<file path="src/rtl/mc_fetch_unit_if.sv">
// Fetch unit bus bundle: instruction-memory request/response,
// core-side instruction handshake and branch redirect.
interface mc_fetch_unit_if #(
   parameter int PC_WIDTH    = 16,
   parameter int INSTR_WIDTH = 32
);
   logic                   mem_req_valid;
   logic                   mem_req_ready;
   logic [PC_WIDTH-1:0]    mem_req_addr;
   logic                   mem_rsp_valid;
   logic [INSTR_WIDTH-1:0] mem_rsp_data;
   logic                   instr_valid;
   logic                   instr_ready;
   logic [INSTR_WIDTH-1:0] instr;
   logic [PC_WIDTH-1:0]    instr_pc;
   logic                   redirect_valid;
   logic [PC_WIDTH-1:0]    redirect_pc;

   modport master (
      output mem_req_valid,
      output mem_req_addr,
      input  mem_req_ready,
      input  mem_rsp_valid,
      input  mem_rsp_data,
      output instr_valid,
      output instr,
      output instr_pc,
      input  instr_ready,
      input  redirect_valid,
      input  redirect_pc
   );

   modport slave (
      input  mem_req_valid,
      input  mem_req_addr,
      output mem_req_ready,
      output mem_rsp_valid,
      output mem_rsp_data,
      input  instr_valid,
      input  instr,
      input  instr_pc,
      output instr_ready,
      output redirect_valid,
      output redirect_pc
   );
endinterface

</file>
<file path="src/rtl/mc_fetch_unit.sv">
// Instruction fetch stage: PC, capped request issue, prefetch FIFO
// with PC tags, and redirect flush with stale-response discard.
module mc_fetch_unit #(
   parameter int                  PC_WIDTH    = 16,
   parameter int                  INSTR_WIDTH = 32,
   parameter int                  DEPTH       = 2,
   parameter logic [PC_WIDTH-1:0] RESET_PC    = '0
) (
   input logic             clk,
   input logic             reset,
   mc_fetch_unit_if.master bus
);
   localparam int CW = $clog2(DEPTH) + 1;
   localparam int AW = (DEPTH > 1) ? $clog2(DEPTH) : 1;
   localparam int SW = CW + 2;

   logic [PC_WIDTH-1:0]    fetch_pc_q, fetch_pc_d;
   logic [CW-1:0]          cnt_q, cnt_d;
   logic [CW-1:0]          out_q, out_d;
   logic [CW-1:0]          disc_q, disc_d;
   logic [AW-1:0]          wr_q, wr_d;
   logic [AW-1:0]          rd_q, rd_d;
   logic [AW-1:0]          tag_wr_q, tag_wr_d;
   logic [AW-1:0]          tag_rd_q, tag_rd_d;
   logic [INSTR_WIDTH-1:0] hold_instr_q, hold_instr_d;
   logic [PC_WIDTH-1:0]    hold_pc_q, hold_pc_d;

   logic [INSTR_WIDTH-1:0] data_q [DEPTH];
   logic [PC_WIDTH-1:0]    pc_q   [DEPTH];
   logic [PC_WIDTH-1:0]    tag_q  [DEPTH];

   logic [SW-1:0]          load;
   logic                   empty;
   logic                   req_fire;
   logic                   rsp_in;
   logic                   rsp_keep;
   logic                   push;
   logic                   pop;
   logic                   redir;
   logic [INSTR_WIDTH-1:0] head_instr;
   logic [PC_WIDTH-1:0]    head_pc;

   function automatic logic [AW-1:0] ptr_inc(
      input logic [AW-1:0] p
   );
      if (p == AW'(DEPTH - 1)) begin
         return '0;
      end
      return p + 1'b1;
   endfunction

   assign redir = bus.redirect_valid && !reset;

   // Buffered + in flight + still-to-drop never exceeds DEPTH
   assign load = SW'(cnt_q) + SW'(out_q)
               + SW'(disc_q);

   assign bus.mem_req_valid = !reset
                           && !bus.redirect_valid
                           && (load < SW'(DEPTH));
   assign bus.mem_req_addr  = reset ? RESET_PC
                                    : fetch_pc_q;

   assign empty      = (cnt_q == '0);
   assign head_instr = data_q[rd_q];
   assign head_pc    = pc_q[rd_q];

   assign bus.instr_valid = !reset && !empty;
   assign bus.instr    = reset ? '0
                       : (empty ? hold_instr_q
                                : head_instr);
   assign bus.instr_pc = reset ? '0
                       : (empty ? hold_pc_q
                                : head_pc);

   assign req_fire = bus.mem_req_valid
                  && bus.mem_req_ready;
   assign rsp_in   = !reset && bus.mem_rsp_valid;
   assign rsp_keep = rsp_in && (disc_q == '0);
   assign push     = rsp_keep && !redir;
   assign pop      = bus.instr_valid
                  && bus.instr_ready;

   // Next-state for PC, counters, FIFO pointers and held outputs
   always_comb begin
      fetch_pc_d   = fetch_pc_q;
      cnt_d        = cnt_q;
      out_d        = out_q;
      disc_d       = disc_q;
      wr_d         = wr_q;
      rd_d         = rd_q;
      tag_wr_d     = tag_wr_q;
      tag_rd_d     = tag_rd_q;
      hold_instr_d = hold_instr_q;
      hold_pc_d    = hold_pc_q;

      if (!empty) begin
         hold_instr_d = head_instr;
         hold_pc_d    = head_pc;
      end

      if (req_fire) begin
         fetch_pc_d = fetch_pc_q + 1'b1;
         tag_wr_d   = ptr_inc(tag_wr_q);
      end

      if (rsp_keep) begin
         tag_rd_d = ptr_inc(tag_rd_q);
      end

      if (rsp_in && (disc_q != '0)) begin
         disc_d = disc_q - 1'b1;
      end

      out_d = out_q + CW'(req_fire)
                    - CW'(rsp_keep);

      if (push) begin
         wr_d = ptr_inc(wr_q);
      end
      if (pop) begin
         rd_d = ptr_inc(rd_q);
      end
      cnt_d = cnt_q + CW'(push) - CW'(pop);

      if (redir) begin
         // Every in-flight response becomes stale;
         // one arriving now is consumed right here.
         fetch_pc_d = bus.redirect_pc;
         disc_d     = disc_q + out_q
                    - CW'(rsp_in);
         out_d      = '0;
         cnt_d      = '0;
         wr_d       = '0;
         rd_d       = '0;
         tag_wr_d   = '0;
         tag_rd_d   = '0;
      end
   end

   // Control state register with synchronous reset
   always_ff @(posedge clk) begin
      if (reset) begin
         fetch_pc_q   <= RESET_PC;
         cnt_q        <= '0;
         out_q        <= '0;
         disc_q       <= '0;
         wr_q         <= '0;
         rd_q         <= '0;
         tag_wr_q     <= '0;
         tag_rd_q     <= '0;
         hold_instr_q <= '0;
         hold_pc_q    <= '0;
      end else begin
         fetch_pc_q   <= fetch_pc_d;
         cnt_q        <= cnt_d;
         out_q        <= out_d;
         disc_q       <= disc_d;
         wr_q         <= wr_d;
         rd_q         <= rd_d;
         tag_wr_q     <= tag_wr_d;
         tag_rd_q     <= tag_rd_d;
         hold_instr_q <= hold_instr_d;
         hold_pc_q    <= hold_pc_d;
      end
   end

   // Prefetch data and PC tag storage; contents need no reset
   always_ff @(posedge clk) begin
      if (push) begin
         data_q[wr_q] <= bus.mem_rsp_data;
         pc_q[wr_q]   <= tag_q[tag_rd_q];
      end
      if (req_fire) begin
         tag_q[tag_wr_q] <= fetch_pc_q;
      end
   end

   // A response needs a slot: something to drop or an owed request
   a_rsp_legal: assert property (
      @(posedge clk) disable iff (reset)
      bus.mem_rsp_valid |->
         (disc_q != '0)
         || ((out_q != '0)
             && (cnt_q < CW'(DEPTH)))
   );
endmodule

</file>
<file path="src/flat_wrapper.sv">
// flat-port wrapper written by rule: the top's interface ports become plain ports
module mc_fetch_unit_flat 
#(
   parameter int                  PC_WIDTH    = 16,
   parameter int                  INSTR_WIDTH = 32,
   parameter int                  DEPTH       = 2,
   parameter logic [PC_WIDTH-1:0] RESET_PC    = '0
)
  (clk, reset, bus_mem_req_valid, bus_mem_req_addr, bus_mem_req_ready, bus_mem_rsp_valid, bus_mem_rsp_data, bus_instr_valid, bus_instr, bus_instr_pc, bus_instr_ready, bus_redirect_valid, bus_redirect_pc);
  mc_fetch_unit_if #(.PC_WIDTH(PC_WIDTH), .INSTR_WIDTH(INSTR_WIDTH)) bus_i ();
  input logic clk;
  input logic reset;
  output wire logic [$bits(bus_i.mem_req_valid)-1:0] bus_mem_req_valid;
  output wire logic [$bits(bus_i.mem_req_addr)-1:0] bus_mem_req_addr;
  input wire logic [$bits(bus_i.mem_req_ready)-1:0] bus_mem_req_ready;
  input wire logic [$bits(bus_i.mem_rsp_valid)-1:0] bus_mem_rsp_valid;
  input wire logic [$bits(bus_i.mem_rsp_data)-1:0] bus_mem_rsp_data;
  output wire logic [$bits(bus_i.instr_valid)-1:0] bus_instr_valid;
  output wire logic [$bits(bus_i.instr)-1:0] bus_instr;
  output wire logic [$bits(bus_i.instr_pc)-1:0] bus_instr_pc;
  input wire logic [$bits(bus_i.instr_ready)-1:0] bus_instr_ready;
  input wire logic [$bits(bus_i.redirect_valid)-1:0] bus_redirect_valid;
  input wire logic [$bits(bus_i.redirect_pc)-1:0] bus_redirect_pc;
  assign bus_mem_req_valid = bus_i.mem_req_valid;
  assign bus_mem_req_addr = bus_i.mem_req_addr;
  assign bus_i.mem_req_ready = bus_mem_req_ready;
  assign bus_i.mem_rsp_valid = bus_mem_rsp_valid;
  assign bus_i.mem_rsp_data = bus_mem_rsp_data;
  assign bus_instr_valid = bus_i.instr_valid;
  assign bus_instr = bus_i.instr;
  assign bus_instr_pc = bus_i.instr_pc;
  assign bus_i.instr_ready = bus_instr_ready;
  assign bus_i.redirect_valid = bus_redirect_valid;
  assign bus_i.redirect_pc = bus_redirect_pc;
  mc_fetch_unit #(.PC_WIDTH(PC_WIDTH), .INSTR_WIDTH(INSTR_WIDTH), .DEPTH(DEPTH), .RESET_PC(RESET_PC)) u_core (.clk(clk), .reset(reset), .bus(bus_i));
endmodule
</file>
<file path="config.mk">
export PLATFORM = sky130hd
export DESIGN_NAME = mc_fetch_unit_flat
export DESIGN_NICKNAME = d
export VERILOG_FILES = /design/src/rtl/mc_fetch_unit_if.sv /design/src/rtl/mc_fetch_unit.sv /design/src/flat_wrapper.sv
export SDC_FILE = /design/constraint.sdc
export NUM_CORES = 1
export LEC_CHECK = 0
export ABC_AREA = 1
export CORE_UTILIZATION = 55
export DETAILED_ROUTE_END_ITERATION = 8
export DONT_BUFFER_PORTS = 1
export GPL_TIMING_DRIVEN = 0
export PLACE_DENSITY = 0.71
export SLEW_MARGIN = 20
export SYNTH_ARGS = -nofsm -noshare
export SYNTH_HDL_FRONTEND = slang
export SYNTH_SLANG_ARGS = --single-unit
export TNS_END_PERCENT = 1
</file>
<file path="constraint.sdc">
create_clock -name clk -period 4.35 [get_ports clk]
set_input_delay 0.435 -clock clk [delete_from_list [all_inputs] [get_ports clk]]
set_output_delay 0.435 -clock clk [all_outputs]
set_load 0.02 [all_outputs]
</file>
==> results of run 1 <==
==> cell usage after synthesis (all sizes together), types with 5 or more instances <==
master and number:
nor2 69, buf 22, mux2i 48, nand4 5, xor2 5, edfxtp 128, dfxtp 76, clkbuf 11
a21oi 11, nand2 90, inv 44, nand3 70, ha 9, mux2 16, or2 5, o21ai 69
==> power groups by stage <==
stage               Clock [mW]  Combinational, mW  Sequential (mW)
CTS                       1.80              0.226             2.15
floorplan                    0              0.175             2.17
global route              1.87              0.251             2.15
global placement             0              0.211             2.19
finish                    1.77              0.225             2.15
detailed placement           0              0.224             2.19
==> cells by family (layout without fill, tap and decap cells) <==
| group | count (synthesis) | count (layout) | share of synthesized area |
|---|---|---|---|
| xor gates and xnor gates | 7 | 7 | 0.00757 |
| muxes | 64 | 64 | 0.0816 |
| adders and majority gates | 11 | 11 | 0.0189 |
| DFF | 204 | 204 | 0.663 |
| buffers and inverters | 77 | 117 | 0.0450 |
| AOI/OAI and AO/OA | 81 | 81 | 0.0507 |
| and+or+nand+nor | 240 | 240 | 0.134 |
==> sequential cells by signal, summed over array words and instances (netlist names), named ones only <==
name,cells
u_core.out_q,2
u_core.fetch_pc_q,16
u_core.data_q,64
u_core.disc_q,2
u_core.hold_pc_q,16
u_core.cnt_q,2
u_core.tag_wr_q,1
u_core.wr_q,1
u_core.tag_q,32
u_core.hold_instr_q,32
u_core.tag_rd_q,1
u_core.pc_q,32
u_core.rd_q,1
==> worst paths after layout <==
path / start / to / cells past startpoint
setup / recovery: u_core.cnt_q[1] / bus_instr[25] / 6
hold / removal: bus_mem_rsp_data[4] / u_core.data_q[0][4] / 0
setup reg to reg: u_core.cnt_q[0] / u_core.tag_q[1][0] / 9
hold reg to reg: u_core.wr_q / u_core.wr_q / 2
==> critical path: stages, from the launching register on <==
cell	delay [ns]
dfxtp_1	0.40
nor2_1	0.15
nor2_1	0.51
inv_2	0.13
buf_2	0.21
buf_2	0.19
o21ai_0	0.68
==> per-layer routing <==
layer	share of wire	global-route usage
met1	0.41	0.267
met2	0.48	0.356
met3	0.092	0.0535
met4	0.019	0.0565
met5	0	0
==> cell type report <==
class                           instances  share of cell area
Sequential cell                       204               0.590
Multi-Input combinational cell        403               0.262
Clock buffer                           30              0.0637
Tap cell                              180              0.0248
Buffer                                 33              0.0216
Inverter                               44              0.0184
Clock inverter                          7              0.0116
Timing Repair Buffer                    3             0.00826
==> per-stage QoR <==
| step | TNS (ns) | cells | hold slack (ns) | power [mW] | cell area (um2) |
|---|---|---|---|---|---|
| CTS | 0 | 904 | 0.0303 | 4.17 | 9090 |
| global route | 0 | 904 | 0.0283 | 4.28 | 9090 |
| detailed placement | 0 | 867 | 0.460 | 2.41 | 8410 |
| finish | 0 | 904 | 0.0470 | 4.14 | 9090 |
| global placement | -12.48 | 864 | 0.446 | 2.40 | 8320 |
| floorplan | 0 | 684 | 0.439 | 2.35 | 8100 |
==> impl_metrics.tcl, run 1 <==
set metrics [dict create \
    crit_fanout 10 \
    power_switching_mw 0.864 \
    ys_top_cells_by_area "edfxtp_1 (47%), dfxtp_1 (19%), mux2i_1 (5.9%)" \
    drt_iter0_drc 282 \
    cts_setup_buffers 0 \
    startpoint_type "flip-flop" \
    synthFlopType "edfxtp_1" \
    power.leakage_nw 3.20 \
    clkTransAtPathRegs_ns 0.06 \
    slew_violations 0 \
    finClkSkew_ns 0.00734 \
    power_frac_clock 0.427 \
    seq_area_frac_synth 0.663 \
    coreArea_um2 14100 \
    grt_pass1_vias 4842 \
    die_w_um 123 \
    fin_crit_sh 0.734 \
    ios 120 \
    drive_above_1_share 0.126 \
    fillers 1064 \
    overflow 0 \
    drtAntennaViolNets 0 \
    tightest_slew_ns 0.930 \
    antenna_found_initial 0 \
    synth_cells 684 \
    utilization 0.645 \
    io_buffers 0 \
    area_growth_syn_to_layout_pct 12.3 \
    hp-class "input pin to flip-flop" \
    syn_area_um2 8100 \
    fmax_ghz 0.313 \
    routabilityCongestion 0.869 \
    clock-sinks 204 \
    insertion_delay_ns 0.48 \
    setup_ws_ns 1.16 \
    p_per_area_nw_per_um2 456 \
    yosysTopAreaCell "edfxtp_1" \
    cts_made_buffers 21 \
    ctsResizeCount 0 \
    dr.pass1.iters 5 \
    rsz0062_at_grt "no" \
    path_class "flip-flop to primary output" \
    synth_top_area_share 0.475 \
    row_count 43 \
    syn_avg_cell_area_um2 11.8 \
    synth_cell_types 33 \
    grtUsageTotal 0.210 \
    start_util 0.574 \
    hold_viol_final 0 \
    die_y_um 123 \
    crit_path_end_kind "primary output" \
    synth-edff-count 128 \
    ys_warn_count 0 \
    grt_start_max_net_pins 35 \
    avgRoutedWirePerCell_um 17.5 \
    die-area_um2 15200 \
    grt_pass1_wl_um 24700 \
    drc 0 \
    multi_input_area_um2 2380 \
    final-seq-area_um2 5370 \
    clockRootBuffer "clkbuf_16" \
    synthesis.nets 749 \
    vias 4977 \
    p_comb_frac 0.054 \
    post-dp-hpwl_um 11100 \
    nets 775 \
    layout_common_cells "edfxtp_1 (128), nand2_1 (85), dfxtp_1 (76)" \
    ys_ff_latch 204 \
    antenna_cells 0 \
    cts_tree "done" \
    critPathArrivalTime_ns 2.76 \
    finalCriticalPeriod_ns 3.19 \
    p_int_mw 3.28 \
    maxCapViolations 0 \
    peakVddDrop_mv 0.278 \
    critPathRequiredTime_ns 3.91 \
    final_common_cell "edfxtp_1" \
    cts_hold_buf 0 \
    r2r_setup_slack_ns 1.21 \
    timing.slew.headroom 0.373 \
    htree_levels 1 \
    cts.path.max_buffers 3 \
    wirelength_um 15800 \
    p_seq_frac 0.518 \
    status "finished, final reports clean" \
    synthArstFlopShare 0 \
    final-setup-viol-count 0 \
    swShare 0.209 \
    viasPerCell 5.51 \
    pre_cts_slack_ns 1.19 \
]
Note: power is estimated with default switching activity, not from simulation.
==> inputs of run 2 (changes only) <==
- PLACE_DENSITY: 0.71 -> 0.74
- clock period: 4.35 -> 2.8 ns (I/O delays scaled with it)
==> impl_metrics.tcl, run 2 (synthesis gave the netlist of run 1 again) <==
set metrics [dict create \
    critPathArrivalTime_ns 2.93 \
    power_frac_clock 0.411 \
    grt_pass1_vias 4960 \
    grt_pass1_wl_um 24700 \
    cts.path.max_buffers 3 \
    startpoint_type "flip-flop" \
    drtAntennaViolNets 0 \
    slew_violations 0 \
    finClkSkew_ns 0.00779 \
    maxCapViolations 0 \
    cts_made_buffers 21 \
    power.leakage_nw 3.36 \
    area_growth_syn_to_layout_pct 17.0 \
    swShare 0.220 \
    wirelength_um 16200 \
    placed_cells 867 \
    grtUsageTotal 0.213 \
    p_comb_frac 0.064 \
    tightest_slew_ns 0.786 \
    peakVddDrop_mv 0.407 \
    hp-class "input pin to flip-flop" \
    timing.slew.headroom 0.470 \
    rsz0062_at_grt "yes" \
    r2r_setup_slack_ns 0.0003 \
    p_per_area_nw_per_um2 671 \
    power_switching_mw 1.40 \
    p_int_mw 4.96 \
    viasPerCell 5.44 \
    drc 0 \
    dr.pass1.iters 5 \
    ios 120 \
    insertion_delay_ns 0.49 \
    dpl_cell_area_um2 8410 \
    largest-register "u_core.data_q" \
    multi_input_area_um2 2390 \
    avgRoutedWirePerCell_um 17.2 \
    layout_common_cells "edfxtp_1 (128), nand2_1 (85), dfxtp_1 (76)" \
    p_seq_frac 0.525 \
    overflow 0 \
    holdWs_ns 0.0249 \
    pre_cts_slack_ns -0.371 \
    grt_start_max_net_pins 35 \
    antenna_cells 0 \
    antenna_found_initial 0 \
    final_cells 943 \
    drive_above_1_share 0.130 \
    drt_iter0_drc 289 \
    cts_tree "done" \
    clockRootBuffer "clkbuf_16" \
    clock-sinks 204 \
    die-area_um2 15200 \
    clkTransAtPathRegs_ns 0.06 \
    routabilityCongestion 0.864 \
    finalCriticalPeriod_ns 2.80 \
    power_mw 6.36 \
    start_util 0.574 \
    final_common_cell "edfxtp_1" \
    setup_ws_ns 0.000348 \
    fmax_ghz 0.357 \
    vias 5132 \
    final-seq-area_um2 5370 \
    crit_path_end_kind "flip-flop" \
    critPathRequiredTime_ns 2.93 \
    fillers 1022 \
    nets 814 \
    path_class "flip-flop to flip-flop" \
    status "finished, final reports clean" \
    utilization 0.672 \
    crit_fanout 16 \
    final_area_um2 9470 \
    die_w_um 123 \
    post-dp-hpwl_um 11000 \
    io_buffers 0 \
    htree_levels 1 \
    fin_crit_sh 1.00 \
    final-setup-viol-count 0 \
    setup_tns_ns 0 \
    largest_register_ffs 64 \
    hold_viol_final 0 \
    die_y_um 123 \
    row_count 43 \
    coreArea_um2 14100 \
]
## run 2: cell types whose count changed in the layout (fill, tap and decap cells not counted), sizes merged
cell | previous run | this run
clkbuf | 41 | 40
buf | 25 | 27
clkinv | 4 | 6
bufinv | 3 | 1
dlygate4sd3 | 0 | 37
inv | 44 | 45
## run 2: path summary, 6_finish.rpt
path                    from  depth (start not counted)                    to
max          u_core.cnt_q[0]                          9    u_core.tag_q[1][5]
min                    reset                          3  u_core.fetch_pc_q[6]
max reg2reg  u_core.cnt_q[0]                          9    u_core.tag_q[1][5]
min reg2reg      u_core.wr_q                          2           u_core.wr_q
## run 2: repair_timing
item	CTS	global route
setup endpoints to repair	81	60
pin swaps	0	1
buffers inserted	0	2
resized for setup	42	7
hold endpoints to repair	69	0
hold buffers	37	0
## run 2: layout make-up
cell class | instances | area share
Buffer | 33 | 0.0211
Clock buffer | 29 | 0.0608
Clock inverter | 8 | 0.00727
Inverter | 44 | 0.0177
Multi-Input combinational cell | 403 | 0.253
Sequential cell | 204 | 0.567
Tap cell | 180 | 0.0238
Timing Repair Buffer | 42 | 0.0499
## run 2: worst max-delay path: stages, from the launching register on
cell     delay [ns]
dfxtp_1        0.34
ha_1           0.20
fa_1           0.52
inv_1          0.06
fa_1           0.50
nand2_2        0.07
nor2_4         0.11
nand3_4        0.11
buf_6          0.17
nor2_4         0.36
## run 2: layer usage
layer | part of all wire | vias to the layer above | track usage
li1 | - | 2507 | -
met1 | 0.42 | 2389 | 0.267
met2 | 0.47 | 205 | 0.359
met3 | 0.094 | 31 | 0.0572
met4 | 0.021 | 0 | 0.0640
met5 | 0 | - | 0
## run 2: power by group through the flow
| stage | registers [mW] | logic, mW | clock network, mW |
|---|---|---|---|
| 2_1_floorplan | 3.38 | 0.272 | 0 |
| 3_3_place_gp | 3.40 | 0.328 | 0 |
| 3_5_place_dp | 3.40 | 0.346 | 0 |
| 4_1_cts | 3.34 | 0.402 | 2.66 |
| 5_1_grt | 3.34 | 0.448 | 2.77 |
| 6_report | 3.34 | 0.408 | 2.61 |
